==> src/rtl/uart_cmd_parser_if.sv <==
// Byte-in / register-request-out bundle for the ASCII hex command parser.
// The slave modport is the parser side; the master modport is the byte source and request consumer.
interface uart_cmd_parser_if #(
  parameter int unsigned ADDR_NIBBLES = 2,
  parameter int unsigned DATA_NIBBLES = 2
);
  logic                        Done_i;
  logic [7:0]                  Data_i;
  logic                        WriteStrobe_o;
  logic                        ReadStrobe_o;
  logic [4*ADDR_NIBBLES-1:0]   Address_o;
  logic [4*DATA_NIBBLES-1:0]   WriteData_o;
  logic                        Error_o;
  logic [1:0]                  ErrorCode_o;
  logic                        Busy_o;

  modport slave (
    input  Done_i, Data_i,
    output WriteStrobe_o, ReadStrobe_o, Address_o, WriteData_o, Error_o, ErrorCode_o, Busy_o
  );

  modport master (
    output Done_i, Data_i,
    input  WriteStrobe_o, ReadStrobe_o, Address_o, WriteData_o, Error_o, ErrorCode_o, Busy_o
  );
endinterface

==> src/rtl/uart_cmd_parser.sv <==
// Parses 'W'<addr><data><CR|LF> and 'R'<addr><CR|LF> ASCII hex frames from the UART receiver
// into one-cycle register-bus write/read strobes, with error reporting and inter-byte timeout.
module uart_cmd_parser #(
  parameter int unsigned ADDR_NIBBLES  = 2,
  parameter int unsigned DATA_NIBBLES  = 2,
  parameter int unsigned TIMEOUT_TICKS = 100_000
) (
  input logic               Clock,
  input logic               Reset,
  uart_cmd_parser_if.slave  bus
);

  localparam int unsigned AW     = 4 * ADDR_NIBBLES;
  localparam int unsigned DW     = 4 * DATA_NIBBLES;
  localparam int unsigned MaxNib = (ADDR_NIBBLES > DATA_NIBBLES) ? ADDR_NIBBLES : DATA_NIBBLES;
  localparam int unsigned DigW   = $clog2(MaxNib + 1);
  localparam int unsigned TW     = (TIMEOUT_TICKS < 2) ? 1 : $clog2(TIMEOUT_TICKS);

  localparam bit               TimeoutEn = (TIMEOUT_TICKS != 0);
  localparam logic [TW-1:0]    TickLast  = TW'(TIMEOUT_TICKS - 1);
  localparam logic [DigW-1:0]  AddrLast  = DigW'(ADDR_NIBBLES - 1);
  localparam logic [DigW-1:0]  DataLast  = DigW'(DATA_NIBBLES - 1);

  localparam logic [1:0] ErrBadChar = 2'b01;
  localparam logic [1:0] ErrTimeout = 2'b10;
  localparam logic [1:0] ErrShort   = 2'b11;

  typedef enum logic [1:0] {StIdle, StAddr, StData, StEnd} state_e;

  state_e          state_q, state_d;
  logic            is_write_q, is_write_d;
  logic [AW-1:0]   addr_sh_q, addr_sh_d;
  logic [DW-1:0]   data_sh_q, data_sh_d;
  logic [DigW-1:0] digit_q, digit_d;
  logic [TW-1:0]   tick_q, tick_d;
  logic            wr_q, wr_d, rd_q, rd_d, err_q, err_d;
  logic [1:0]      code_q, code_d;
  logic [AW-1:0]   addr_out_q, addr_out_d;
  logic [DW-1:0]   wdata_out_q, wdata_out_d;

  logic       is_hex, is_term, is_space, timeout;
  logic [3:0] nibble;

  // Byte classification: hex digit value, frame terminator, ignorable whitespace.
  always_comb begin
    is_hex = 1'b1;
    nibble = 4'h0;
    if (bus.Data_i >= 8'h30 && bus.Data_i <= 8'h39) begin
      nibble = 4'(bus.Data_i - 8'h30);
    end else if (bus.Data_i >= 8'h41 && bus.Data_i <= 8'h46) begin
      nibble = 4'(bus.Data_i - 8'h37);
    end else if (bus.Data_i >= 8'h61 && bus.Data_i <= 8'h66) begin
      nibble = 4'(bus.Data_i - 8'h57);
    end else begin
      is_hex = 1'b0;
    end
    is_term  = (bus.Data_i == 8'h0D) || (bus.Data_i == 8'h0A);
    is_space = (bus.Data_i == 8'h20);
  end

  // A byte arriving on the expiry cycle suppresses the timeout.
  assign timeout = TimeoutEn && (state_q != StIdle) && !bus.Done_i && (tick_q == TickLast);

  always_ff @(posedge Clock) begin
    if (!Reset) begin
      state_q     <= StIdle;
      is_write_q  <= 1'b0;
      addr_sh_q   <= '0;
      data_sh_q   <= '0;
      digit_q     <= '0;
      tick_q      <= '0;
      wr_q        <= 1'b0;
      rd_q        <= 1'b0;
      err_q       <= 1'b0;
      code_q      <= 2'b00;
      addr_out_q  <= '0;
      wdata_out_q <= '0;
    end else begin
      state_q     <= state_d;
      is_write_q  <= is_write_d;
      addr_sh_q   <= addr_sh_d;
      data_sh_q   <= data_sh_d;
      digit_q     <= digit_d;
      tick_q      <= tick_d;
      wr_q        <= wr_d;
      rd_q        <= rd_d;
      err_q       <= err_d;
      code_q      <= code_d;
      addr_out_q  <= addr_out_d;
      wdata_out_q <= wdata_out_d;
    end
  end

  always_comb begin
    state_d     = state_q;
    is_write_d  = is_write_q;
    addr_sh_d   = addr_sh_q;
    data_sh_d   = data_sh_q;
    digit_d     = digit_q;
    wr_d        = 1'b0;
    rd_d        = 1'b0;
    err_d       = 1'b0;
    code_d      = code_q;
    addr_out_d  = addr_out_q;
    wdata_out_d = wdata_out_q;
    tick_d      = (bus.Done_i || state_q == StIdle) ? '0 : tick_q + TW'(1);

    if (timeout) begin
      err_d   = 1'b1;
      code_d  = ErrTimeout;
      state_d = StIdle;
    end else if (bus.Done_i) begin
      unique case (state_q)
        StIdle: begin
          if (bus.Data_i == 8'h57 || bus.Data_i == 8'h77) begin
            is_write_d = 1'b1;
            digit_d    = '0;
            state_d    = StAddr;
          end else if (bus.Data_i == 8'h52 || bus.Data_i == 8'h72) begin
            is_write_d = 1'b0;
            digit_d    = '0;
            state_d    = StAddr;
          end else if (!(is_term || is_space)) begin
            err_d  = 1'b1;
            code_d = ErrBadChar;
          end
        end
        StAddr: begin
          if (is_hex) begin
            addr_sh_d = (addr_sh_q << 4) | AW'(nibble);
            if (digit_q == AddrLast) begin
              digit_d = '0;
              state_d = is_write_q ? StData : StEnd;
            end else begin
              digit_d = digit_q + DigW'(1);
            end
          end else begin
            err_d   = 1'b1;
            code_d  = is_term ? ErrShort : ErrBadChar;
            state_d = StIdle;
          end
        end
        StData: begin
          if (is_hex) begin
            data_sh_d = (data_sh_q << 4) | DW'(nibble);
            if (digit_q == DataLast) begin
              digit_d = '0;
              state_d = StEnd;
            end else begin
              digit_d = digit_q + DigW'(1);
            end
          end else begin
            err_d   = 1'b1;
            code_d  = is_term ? ErrShort : ErrBadChar;
            state_d = StIdle;
          end
        end
        StEnd: begin
          if (is_term) begin
            addr_out_d = addr_sh_q;
            if (is_write_q) begin
              wr_d        = 1'b1;
              wdata_out_d = data_sh_q;
            end else begin
              rd_d = 1'b1;
            end
          end else begin
            err_d  = 1'b1;
            code_d = ErrBadChar;
          end
          state_d = StIdle;
        end
      endcase
    end

    if (state_d == StIdle) tick_d = '0;
  end

  always_comb begin
    bus.WriteStrobe_o = wr_q;
    bus.ReadStrobe_o  = rd_q;
    bus.Error_o       = err_q;
    bus.ErrorCode_o   = code_q;
    bus.Address_o     = addr_out_q;
    bus.WriteData_o   = wdata_out_q;
    bus.Busy_o        = (state_q != StIdle);
  end

endmodule

==> src/flat_wrapper.sv <==
// flat-port wrapper written by rule: the top's interface ports become plain ports
module uart_cmd_parser_flat 
#(
  parameter int unsigned ADDR_NIBBLES  = 2,
  parameter int unsigned DATA_NIBBLES  = 2,
  parameter int unsigned TIMEOUT_TICKS = 100_000
)
  (Clock, Reset, bus_Done_i, bus_Data_i, bus_WriteStrobe_o, bus_ReadStrobe_o, bus_Address_o, bus_WriteData_o, bus_Error_o, bus_ErrorCode_o, bus_Busy_o);
  uart_cmd_parser_if #(.ADDR_NIBBLES(ADDR_NIBBLES), .DATA_NIBBLES(DATA_NIBBLES)) bus_i ();
  input logic Clock;
  input logic Reset;
  input wire logic [$bits(bus_i.Done_i)-1:0] bus_Done_i;
  input wire logic [$bits(bus_i.Data_i)-1:0] bus_Data_i;
  output wire logic [$bits(bus_i.WriteStrobe_o)-1:0] bus_WriteStrobe_o;
  output wire logic [$bits(bus_i.ReadStrobe_o)-1:0] bus_ReadStrobe_o;
  output wire logic [$bits(bus_i.Address_o)-1:0] bus_Address_o;
  output wire logic [$bits(bus_i.WriteData_o)-1:0] bus_WriteData_o;
  output wire logic [$bits(bus_i.Error_o)-1:0] bus_Error_o;
  output wire logic [$bits(bus_i.ErrorCode_o)-1:0] bus_ErrorCode_o;
  output wire logic [$bits(bus_i.Busy_o)-1:0] bus_Busy_o;
  assign bus_i.Done_i = bus_Done_i;
  assign bus_i.Data_i = bus_Data_i;
  assign bus_WriteStrobe_o = bus_i.WriteStrobe_o;
  assign bus_ReadStrobe_o = bus_i.ReadStrobe_o;
  assign bus_Address_o = bus_i.Address_o;
  assign bus_WriteData_o = bus_i.WriteData_o;
  assign bus_Error_o = bus_i.Error_o;
  assign bus_ErrorCode_o = bus_i.ErrorCode_o;
  assign bus_Busy_o = bus_i.Busy_o;
  uart_cmd_parser #(.ADDR_NIBBLES(ADDR_NIBBLES), .DATA_NIBBLES(DATA_NIBBLES), .TIMEOUT_TICKS(TIMEOUT_TICKS)) u_core (.Clock(Clock), .Reset(Reset), .bus(bus_i));
endmodule
==> config.mk <==
export PLATFORM = sky130hd
export DESIGN_NAME = uart_cmd_parser_flat
export DESIGN_NICKNAME = d
export VERILOG_FILES = /design/src/rtl/uart_cmd_parser_if.sv /design/src/rtl/uart_cmd_parser.sv /design/src/flat_wrapper.sv
export SDC_FILE = /design/constraint.sdc
export NUM_CORES = 1
export LEC_CHECK = 0
export ABC_AREA = 1
export BUFFER_PORTS_ARGS = -buffer_cell sky130_fd_sc_hd__buf_2
export CAP_MARGIN = 40
export CELL_PAD_IN_SITES_DETAIL_PLACEMENT = 2
export CELL_PAD_IN_SITES_GLOBAL_PLACEMENT = 2
export CORE_MARGIN = 8
export CORE_UTILIZATION = 37
export DETAILED_ROUTE_END_ITERATION = 16
export GPL_TIMING_DRIVEN = 1
export PLACE_DENSITY = 0.84
export SYNTH_ARGS = -nofsm -noshare
export SYNTH_HDL_FRONTEND = slang
export SYNTH_SLANG_ARGS = --single-unit
==> constraint.sdc <==
create_clock -name Clock -period 4.9 [get_ports Clock]
set_clock_uncertainty 0.2 [all_clocks]
set_input_delay 0.98 -clock Clock [delete_from_list [all_inputs] [get_ports Clock]]
set_output_delay 0.98 -clock Clock [all_outputs]
set_load 0.05 [all_outputs]
==> out/results.ini, run 1 <==
[clock_network]
cts_buffers=9
post_cts_buffers=0
insertion_delay_ns=0.35
clock_path_buffers=2
cts_resized=0
clock_sinks=59
cts_tree=yes
cts-root-buf=clkbuf_8
clk_pin_slew_ns=0.07
cts_htree_levels=3
postCtsHoldBufs=0

[place]
dp_slack_ns=1.951
gp_congestion=0.8960
numPortBuffers=32
place_area_sq_um=3119
place_hpwl_mm=5.886

[logic_synthesis]
yosysWarnings=0
avgSynthCellArea_sq_um=8.003
syn_inst=361
yosys.area_share.simple_pct=29.41
synthXorXnorAreaFrac_pct=4.851
synth-seq-cells=59
synthTopCellsByArea=dfxtp_1, nand2_1, inv_1
ys_seq_area_share_pct=40.88
syn_area_sq_um=2889
synth_top_family_by_area=simple AND/OR/NAND/NOR gates
syn_nets=381
yosys-mux-area-fraction_pct=0
synthAdderAreaFrac_pct=3.898
synth-compound-area-share_pct=12.30
yosysUniqueCellTypes=32
synth_top_area_share_pct=40.88
yosys.area.top_type=dfxtp_1

[worst_setup_path]
r2r-start=u_core.state_q[0]
start_kind=register
crit_type=reg2out
r2r_end=u_core.tick_q[1]
endpoint_kind=output pin
cp.required_ns=3.72
reg2regPathDepth=12
crit_fanout=6
worstPathArrival_ns=1.62
reg2reg_slack_ns=2.47

[timing]
maxSlewHeadroom_pct=60.69
drv_slew=0
tightest_slew_ns=0.5897
max_freq_mhz=356.8
rsz0062_at_grt=false
setup_tns_ns=0
fin_ws_ns=2.098
fin_crit_ns=2.802
setup_viol=0
final-hold-violation-count=0
fin_crit_sh_pct=57.19

[finish]
final_cell_area_sq_um=3311
multi_input_area_sq_um=1458
nets=417
fin_util_pct=43.29
final.fill_count=925
regArea_sq_um=1181
drive_gt1_share_pct=23.94
antenna_cells=0
syn_to_final_growth_pct=14.60

[detailed_routing]
drc=0
firstDrtPassIters=4
drt-total-wl_mm=8.116
detail-route-antenna-nets=0
viasPerCell=4.918
drtIter0Drc=50
vias=2474
wire_per_inst_um=16.14

[die]
core_area_sq_um=7647
row_count=32
start_util_pct=37.78
die_width_um=104.4
fp.dieH_um=104.4
ios=33
dieArea_sq_um=10890

[power_and_ir_drop]
vdd_drop_max_mv=0.2923
powerDensity_nw_per_um2=293.1
finalPower_mw=0.9705
p_leak_nw=1.472

[job]
max_cap_violations=0

[min_path]
min_from=u_core.data_sh_q[4]
min_to=u_core.bus.WriteData_o[4]
hold_class=reg2reg
hold_depth=2

[global_routing]
grt-ovfl-total=0
grt_max_degree=37
grt_pass1_vias=2693
grt_pass1_wl_mm=13.66
grt_util_all_layers_pct=15.77
antenna_found_initial=0

[run_status]
status=completed

## power by group
part           total [mW]  leakage (nW)  internal (mW)  switching, mW
Clock               0.439         0.102          0.244          0.195
Combinational      0.0496         0.895         0.0135         0.0362
Sequential          0.482         0.476          0.481        0.00109
## cells by family after synthesis
family	count (synthesis)
DFF	59
adders and majority gates	9
and+or+nand+nor	152
buffers and inverters	57
AOI/OAI and AO/OA	68
xor gates and xnor gates	16
## worst max path at each step
stage	depth (start not counted)	from	endpoint	slack [ns]
2_1_floorplan	12	bus_Data_i[1]	u_core.tick_q[14]	2.43
3_3_place_gp	12	bus_Data_i[1]	u_core.bus.WriteData_o[3]	2.06
3_5_place_dp	12	bus_Data_i[1]	u_core.bus.WriteData_o[1]	1.95
4_1_cts	4	u_core.state_q[1]	bus_Busy_o	2.07
5_1_grt	4	u_core.state_q[1]	bus_Busy_o	1.99
6_report	4	u_core.state_q[0]	bus_Busy_o	2.10
## flip-flops by register name, summed over array words and instances, names as in the netlist, 2 cells and up
signal / count
u_core.tick_q: 17
u_core.bus.WriteData_o: 8
u_core.data_sh_q: 8
u_core.bus.ErrorCode_o: 2
u_core.bus.Address_o: 8
u_core.addr_sh_q: 8
u_core.digit_q: 2
u_core.state_q: 2
## synthesized netlist by cell type
cell type	number
a21oi_1	30
nand2_2	8
clkbuf_1	3
nand3_2	7
nand4_1	3
buf_6	1
nor2_2	4
inv_1	42
buf_12	1
o22ai_1	1
buf_4	2
nor3b_1	1
nand3_1	17
ha_1	9
o21ai_0	29
nor2_1	42
clkinv_4	1
xnor2_1	3
nor3_1	3
nor2_4	13
nand3b_1	1
dfxtp_1	59
nor2_8	1
o211a_1	1
nand2_4	6
a21oi_2	1
xor2_1	13
nor3_2	1
o211ai_1	2
inv_2	7
o21ai_1	4
nand2_1	45
## layer usage
metal / routed length (um) / global-route usage [%] / vias up
met5: 0 / 0 / -
met4: 173 / 6.825 / 0
met3: 353 / 5.204 / 17
met2: 4139 / 27.32 / 42
met1: 3450 / 17.11 / 1192
li1: - / - / 1223
## worst max-delay path, cell delays in order (launching register included)
cell and delay (ns):
dfxtp_1 0.40, inv_1 0.12, ha_1 0.32, inv_2 0.16, buf_2 0.29
## cells in the final DEF (no fill, tap or decap), types with 4 or more instances in the layout
cell type,Yosys,layout
nand3_2,7,7
nor2_4,13,13
nand2_4,6,6
inv_1,42,42
dfxtp_1,59,59
clkbuf_8,0,10
ha_1,9,9
o21ai_0,29,29
o21ai_1,4,4
xor2_1,13,13
nor2_1,42,42
nor2_2,4,4
a21oi_1,30,30
buf_2,0,32
inv_2,7,7
nand2_1,45,45
nand2_2,8,8
nand3_1,17,17
## layout make-up
cell class / count / area share (%)
clock inverters: 5 / 1.625
multi-input cells: 245 / 44.03
well taps: 102 / 3.855
flip-flops and latches: 59 / 35.68
repair buffers: 32 / 4.837
clock buffers: 10 / 4.157
inverters: 50 / 5.820
## per-stage QoR
| step | instances | hold slack, ns |
|---|---|---|
| 2_1_floorplan | 361 | 0.2176 |
| 3_3_place_gp | 488 | 0.2278 |
| 3_5_place_dp | 488 | 0.2449 |
| 4_1_cts | 503 | 0.2569 |
| 5_1_grt | 503 | 0.2936 |
| 6_report | 503 | 0.2591 |
No activity file was read; power rests on OpenSTA's default activity.
==> run 2, diff against run 1 <==
Settings changed: CORE_UTILIZATION 37 to 31, PLACE_DENSITY 0.84 to 0.75.
Clock period 4.9 ns to 2.4 ns, I/O delays scaled along.
==> out/results.ini, run 2 (same netlist as run 1, synthesis figures left out) <==
[finish]
regMostFlops=u_core.tick_q
mostFrequentLayoutCell=dfxtp_1
final_cell_area_sq_um=3465  ; +4.6%
nets=424  ; +1.7%
drive_gt1_share_pct=25.43  ; +1.5 points
syn_to_final_growth_pct=19.92
fin_util_pct=37.85  ; -5.4 points
final.fill_count=1054  ; +14%
layout_common_cells=dfxtp_1, nand2_1, inv_1, nor2_1, buf_2
regArea_sq_um=1181  ; unchanged
multi_input_area_sq_um=1464  ; +0.43%
antenna_cells=0  ; unchanged
largest_register_ffs=17  ; unchanged
stdcell_count=520  ; +3.4%

[global_routing]
grt_pass1_vias=2739  ; +1.7%
grt_util_all_layers_pct=13.48  ; -2.3 points
grt-ovfl-total=0  ; unchanged
grt_max_degree=36  ; -2.7%
antenna_found_initial=0  ; unchanged
grt_pass1_wl_mm=13.66  ; about the same

[clock_network]
clock_path_buffers=2  ; unchanged
cts_resized=0  ; unchanged
clk_pin_slew_ns=0.08  ; about the same
postCtsHoldBufs=0  ; unchanged
cts-root-buf=clkbuf_8
clock_sinks=59  ; unchanged
insertion_delay_ns=0.34  ; about the same
cts_htree_levels=3  ; unchanged
cts_tree=yes
cts_buffers=9  ; unchanged
post_cts_buffers=0  ; unchanged

[worst_setup_path]
cp.required_ns=2.43  ; -1.29 ns
crit_path_top_delay_cell=dfxtp_1
crit_fanout=3  ; -3
crit_family=simple AND/OR/NAND/NOR gates
path_cells=ha_1 -> nand3_1 -> nor3_4 -> nand2_1 -> nor2_1 -> nand3_1 -> xor2_1 -> nor2_4
max_stage_delay_ns=0.38  ; -0.02 ns
worstPathArrival_ns=2.21  ; +0.59 ns
endpoint_kind=register
critPathBufInv=0  ; -3
start_kind=register
cp_common_cell=nand3_1
crit_type=reg2reg

[die]
dieArea_sq_um=12660  ; +16%
core_area_sq_um=9153  ; +20%
start_util_pct=31.57  ; -6.2 points
ios=33  ; unchanged
row_count=35  ; +9.4%
die_width_um=112.5  ; +7.8%
fp.dieH_um=112.5  ; +7.8%

[detailed_routing]
vias=2434  ; -1.6%
firstDrtPassIters=4  ; unchanged
detail-route-antenna-nets=0  ; unchanged
drtIter0Drc=77  ; +54%
wire_per_inst_um=15.31  ; -5.1%
drt-total-wl_mm=7.959  ; -1.9%
viasPerCell=4.681  ; -4.8%
drc=0  ; unchanged

[power_and_ir_drop]
p_int_mw=1.731  ; +130%
finalPower_mw=2.226  ; +130%
clockPowerShare_pct=51.3  ; +6.1 points
powerDensity_nw_per_um2=642.6  ; +120%
p_leak_nw=1.558  ; +5.8%
power.switching_mw=0.4952  ; +110%
seq_power_share_pct=44.2  ; -5.5 points
combPwrFrac_pct=4.6  ; -0.5 points
sw_frac_of_total_pct=22.24  ; -1.7 points
vdd_drop_max_mv=0.3724  ; +27%

[timing]
setup_tns_ns=0  ; unchanged
drv_slew=0  ; unchanged
fin_crit_ns=2.179
rsz0062_at_grt=false
final-hold-violation-count=0  ; unchanged
tightest_slew_ns=0.4091  ; -0.1806 ns
fin_crit_sh_pct=90.78
setup_viol=0  ; unchanged
maxSlewHeadroom_pct=72.44  ; +12 points
holdWs_ns=0.2435  ; -0.01562 ns
max_freq_mhz=459.0
fin_ws_ns=0.2214  ; -1.876 ns

[place]
dp_slack_ns=0.05986  ; -1.891 ns
place_hpwl_mm=5.871  ; -0.26%
numPortBuffers=32  ; unchanged
placedCellCount=504  ; +3.3%
place_area_sq_um=3208  ; +2.8%
gp_congestion=0.7796  ; -13%

[min_path]
hold_class=reg2reg

[run_status]
status=completed

[job]
max_cap_violations=0  ; unchanged

run 2: cell count changes in the layout (fill, tap and decap cells not counted), moves of 2 or more:
cell	delta
clkinv_2	-2
buf_4	+5
buf_12	+2
bufinv_16	+2
run 2: area by class of cell:
type | count | share of cell area (%)
timing repair buffer | 39 | 6.862
clock inverter | 6 | 3.250
inverter | 50 | 5.562
clock buffer | 10 | 3.973
multi-input combinational | 245 | 42.25
sequential | 59 | 34.09
tap | 111 | 4.009
run 2: worst register-to-register path: stages (launching register included):
cell and delay, ns:
dfxtp_1 0.38, ha_1 0.21, nand3_1 0.22, nor3_4 0.25
nand2_1 0.17, nor2_1 0.21, nand3_1 0.12, xor2_1 0.25
nor2_4 0.06
run 2: metal layers:
metal | track usage, % | vias up | wire [um]
met5 | 0 | - | 0
met4 | 4.406 | 0 | 82
met3 | 3.972 | 6 | 277
met2 | 24.29 | 25 | 4099
met1 | 14.79 | 1171 | 3500
li1 | - | 1232 | -
run 2: path summary, 6_finish.rpt:
path / cells past startpoint / startpoint / slack [ns] / endpoint
worst max register to register: 8 / u_core.tick_q[0] / 0.22 / u_core.tick_q[16]
worst max-delay path: 8 / u_core.tick_q[0] / 0.22 / u_core.tick_q[16]
worst min-delay path: 2 / u_core.addr_sh_q[4] / 0.24 / u_core.bus.Address_o[4]
worst min register to register: 2 / u_core.addr_sh_q[4] / 0.24 / u_core.bus.Address_o[4]
run 2: power groups by stage:
stage	Clock, mW	Sequential [mW]	Combinational [mW]
final	1.14	0.983	0.102
after floorplan	0	1.01	0.0582
after CTS	1.18	0.983	0.104
after detailed placement	0	1.01	0.103
after global placement	0	1.01	0.100
after global routing	1.22	0.983	0.114
==> run 3, diff against run 2 <==
Settings changed: BUFFER_PORTS_ARGS -buffer_cell sky130_fd_sc_hd__buf_2 to -buffer_cell sky130_fd_sc_hd__clkbuf_2, PLACE_DENSITY 0.75 to 0.83.
==> out/results.ini, run 3 (same netlist as run 1, synthesis figures left out) <==
[worst_setup_path]
crit_path_top_delay_cell=dfxtp_1
reg2regPathDepth=13  ; +5
max_stage_delay_ns=0.40  ; +0.02 ns
crit_type=reg2out
path_cells=inv_1 -> ha_1 -> inv_2 -> clkbuf_2
r2r-start=u_core.state_q[1]
endpoint=bus_Busy_o
crit_fanout=5  ; +2
crit_start=u_core.state_q[1]
reg2reg_slack_ns=0.26  ; +0.04 ns
r2r_end=u_core.tick_q[6]
endpoint_kind=output pin
worstPathArrival_ns=1.47  ; -0.74 ns
cp.required_ns=1.72  ; -0.71 ns
start_kind=register

[detailed_routing]
vias=2471  ; +1.5%
firstDrtPassIters=3  ; -1
drc=0  ; unchanged
drt-total-wl_mm=7.831  ; -1.6%
drtIter0Drc=55  ; -29%
wire_per_inst_um=15.09  ; -1.4%
detail-route-antenna-nets=0  ; unchanged
viasPerCell=4.761  ; +1.7%

[clock_network]
cts_resized=0  ; unchanged
clk_pin_slew_ns=0.07  ; about the same
post_cts_buffers=0  ; unchanged
clock_path_buffers=2  ; unchanged
cts_buffers=9  ; unchanged
cts-root-buf=clkbuf_8
cts_htree_levels=3  ; unchanged
postCtsHoldBufs=0  ; unchanged
insertion_delay_ns=0.34  ; about the same
cts_tree=yes
clock_sinks=59  ; unchanged

[global_routing]
grt_pass1_wl_mm=13.34  ; -2.3%
grt-ovfl-total=0  ; unchanged
antenna_found_initial=0  ; unchanged
grt_max_degree=36  ; unchanged
grt_pass1_vias=2717  ; -0.80%
grt_util_all_layers_pct=13.16  ; -0.31 points

[timing]
maxSlewHeadroom_pct=74.26  ; +1.8 points
fin_crit_sh_pct=89.56  ; -1.2 points
setup_viol=0  ; unchanged
rsz0062_at_grt=false
tightest_slew_ns=0.3820  ; -0.02708 ns
fin_crit_ns=2.150  ; -0.02907 ns
setup_tns_ns=0  ; unchanged
final-hold-violation-count=0  ; unchanged
max_freq_mhz=465.2  ; +1.4%
drv_slew=0  ; unchanged

[finish]
stdcell_count=519  ; -0.19%
layout_common_cells=dfxtp_1, nand2_1, inv_1, nor2_1, clkbuf_2
antenna_cells=0  ; unchanged
drive_gt1_share_pct=24.75  ; -0.67 points
largest_register_ffs=17  ; unchanged
regMostFlops=u_core.tick_q
nets=423  ; -0.24%
final_cell_area_sq_um=3410  ; -1.6%
fin_util_pct=37.25  ; -0.60 points
mostFrequentLayoutCell=dfxtp_1
syn_to_final_growth_pct=18.02

[power_and_ir_drop]
sw_frac_of_total_pct=23.33  ; +1.1 points
combPwrFrac_pct=5.0  ; +0.4 points
clockPowerShare_pct=47.7  ; -3.6 points
powerDensity_nw_per_um2=609.4  ; -5.2%
p_leak_nw=1.497  ; -3.9%
power.switching_mw=0.4847  ; -2.1%
vdd_drop_max_mv=0.2513  ; -33%
p_int_mw=1.593  ; -8.0%
seq_power_share_pct=47.3  ; +3.1 points

[die]
die_width_um=112.5  ; unchanged
row_count=35  ; unchanged
ios=33  ; unchanged
fp.dieH_um=112.5  ; unchanged
dieArea_sq_um=12660  ; unchanged
start_util_pct=31.57  ; unchanged
core_area_sq_um=9153  ; unchanged

[place]
place_area_sq_um=3201  ; -0.23%
place_hpwl_mm=6.056  ; +3.1%
gp_congestion=0.7566  ; -3.0%
numPortBuffers=32  ; unchanged
placedCellCount=503  ; -0.20%

[run_status]
status=completed

[min_path]
hold_class=reg2reg

[job]
max_cap_violations=0  ; unchanged

-- run 3: changes by cell type in the layout (fill, tap and decap cells not counted) --
cell,delta
buf_2,-32
clkbuf_2,+32
clkbuf_1,+2
clkinv_4,-2
buf_4,-1
bufinv_16,-1
clkbuf_8,-1
clkinv_2,+1
clkinvlp_4,+1
nor3_2,+1
nor3_4,-1
-- run 3: layout make-up --
type / count / area, sq um
Inverter: 50 / 192.7
Timing Repair Buffer: 38 / 230.2
Fill cell: 1062 / 5743
Clock inverter: 5 / 77.57
Sequential cell: 59 / 1181
Multi-Input combinational cell: 245 / 1458
Clock buffer: 11 / 131.4
Tap cell: 111 / 138.9
-- run 3: worst min path at each step --
stage	startpoint	to	depth (start not counted)
6_report	u_core.data_sh_q[4]	u_core.bus.WriteData_o[4]	2
5_1_grt	u_core.data_sh_q[4]	u_core.bus.WriteData_o[4]	2
4_1_cts	u_core.data_sh_q[4]	u_core.bus.WriteData_o[4]	2
3_5_place_dp	u_core.data_sh_q[4]	u_core.bus.WriteData_o[4]	2
3_3_place_gp	u_core.tick_q[0]	u_core.tick_q[0]	1
2_1_floorplan	u_core.tick_q[0]	u_core.tick_q[0]	1
-- run 3: critical path, delay by kind of cell (launching register included) --
family / cells / cell delay, ns
buf+inv: 3 / 0.51
flops: 1 / 0.40
fa+ha+maj: 1 / 0.21
-- run 3: routing by layer --
metal | global-route usage (%) | vias to the layer above | part of all wire, %
li1 | - | 1233 | -
met1 | 14.41 | 1194 | 44
met2 | 23.20 | 30 | 51
met3 | 4.240 | 14 | 3.8
met4 | 4.946 | 0 | 1.7
met5 | 0 | - | 0
-- run 3: power by group through the flow --
stage | combinational (mW) | clock [mW] | sequential, mW
3_3_place_gp | 0.101 | 0 | 1.01
6_report | 0.104 | 0.991 | 0.983
2_1_floorplan | 0.0582 | 0 | 1.01
4_1_cts | 0.105 | 1.03 | 0.983
3_5_place_dp | 0.105 | 0 | 1.01
5_1_grt | 0.115 | 1.06 | 0.983
-- run 3: through the flow --
step	hold slack (ns)	power [mW]	setup WS, ns
floorplan	0.2176	1.071	0.2859
global placement	0.2298	1.106	0.1796
detailed placement	0.2443	1.110	0.08979
CTS	0.2464	2.118	0.2113
global route	0.2594	2.160	0.1089
finish	0.2457	2.078	0.2505
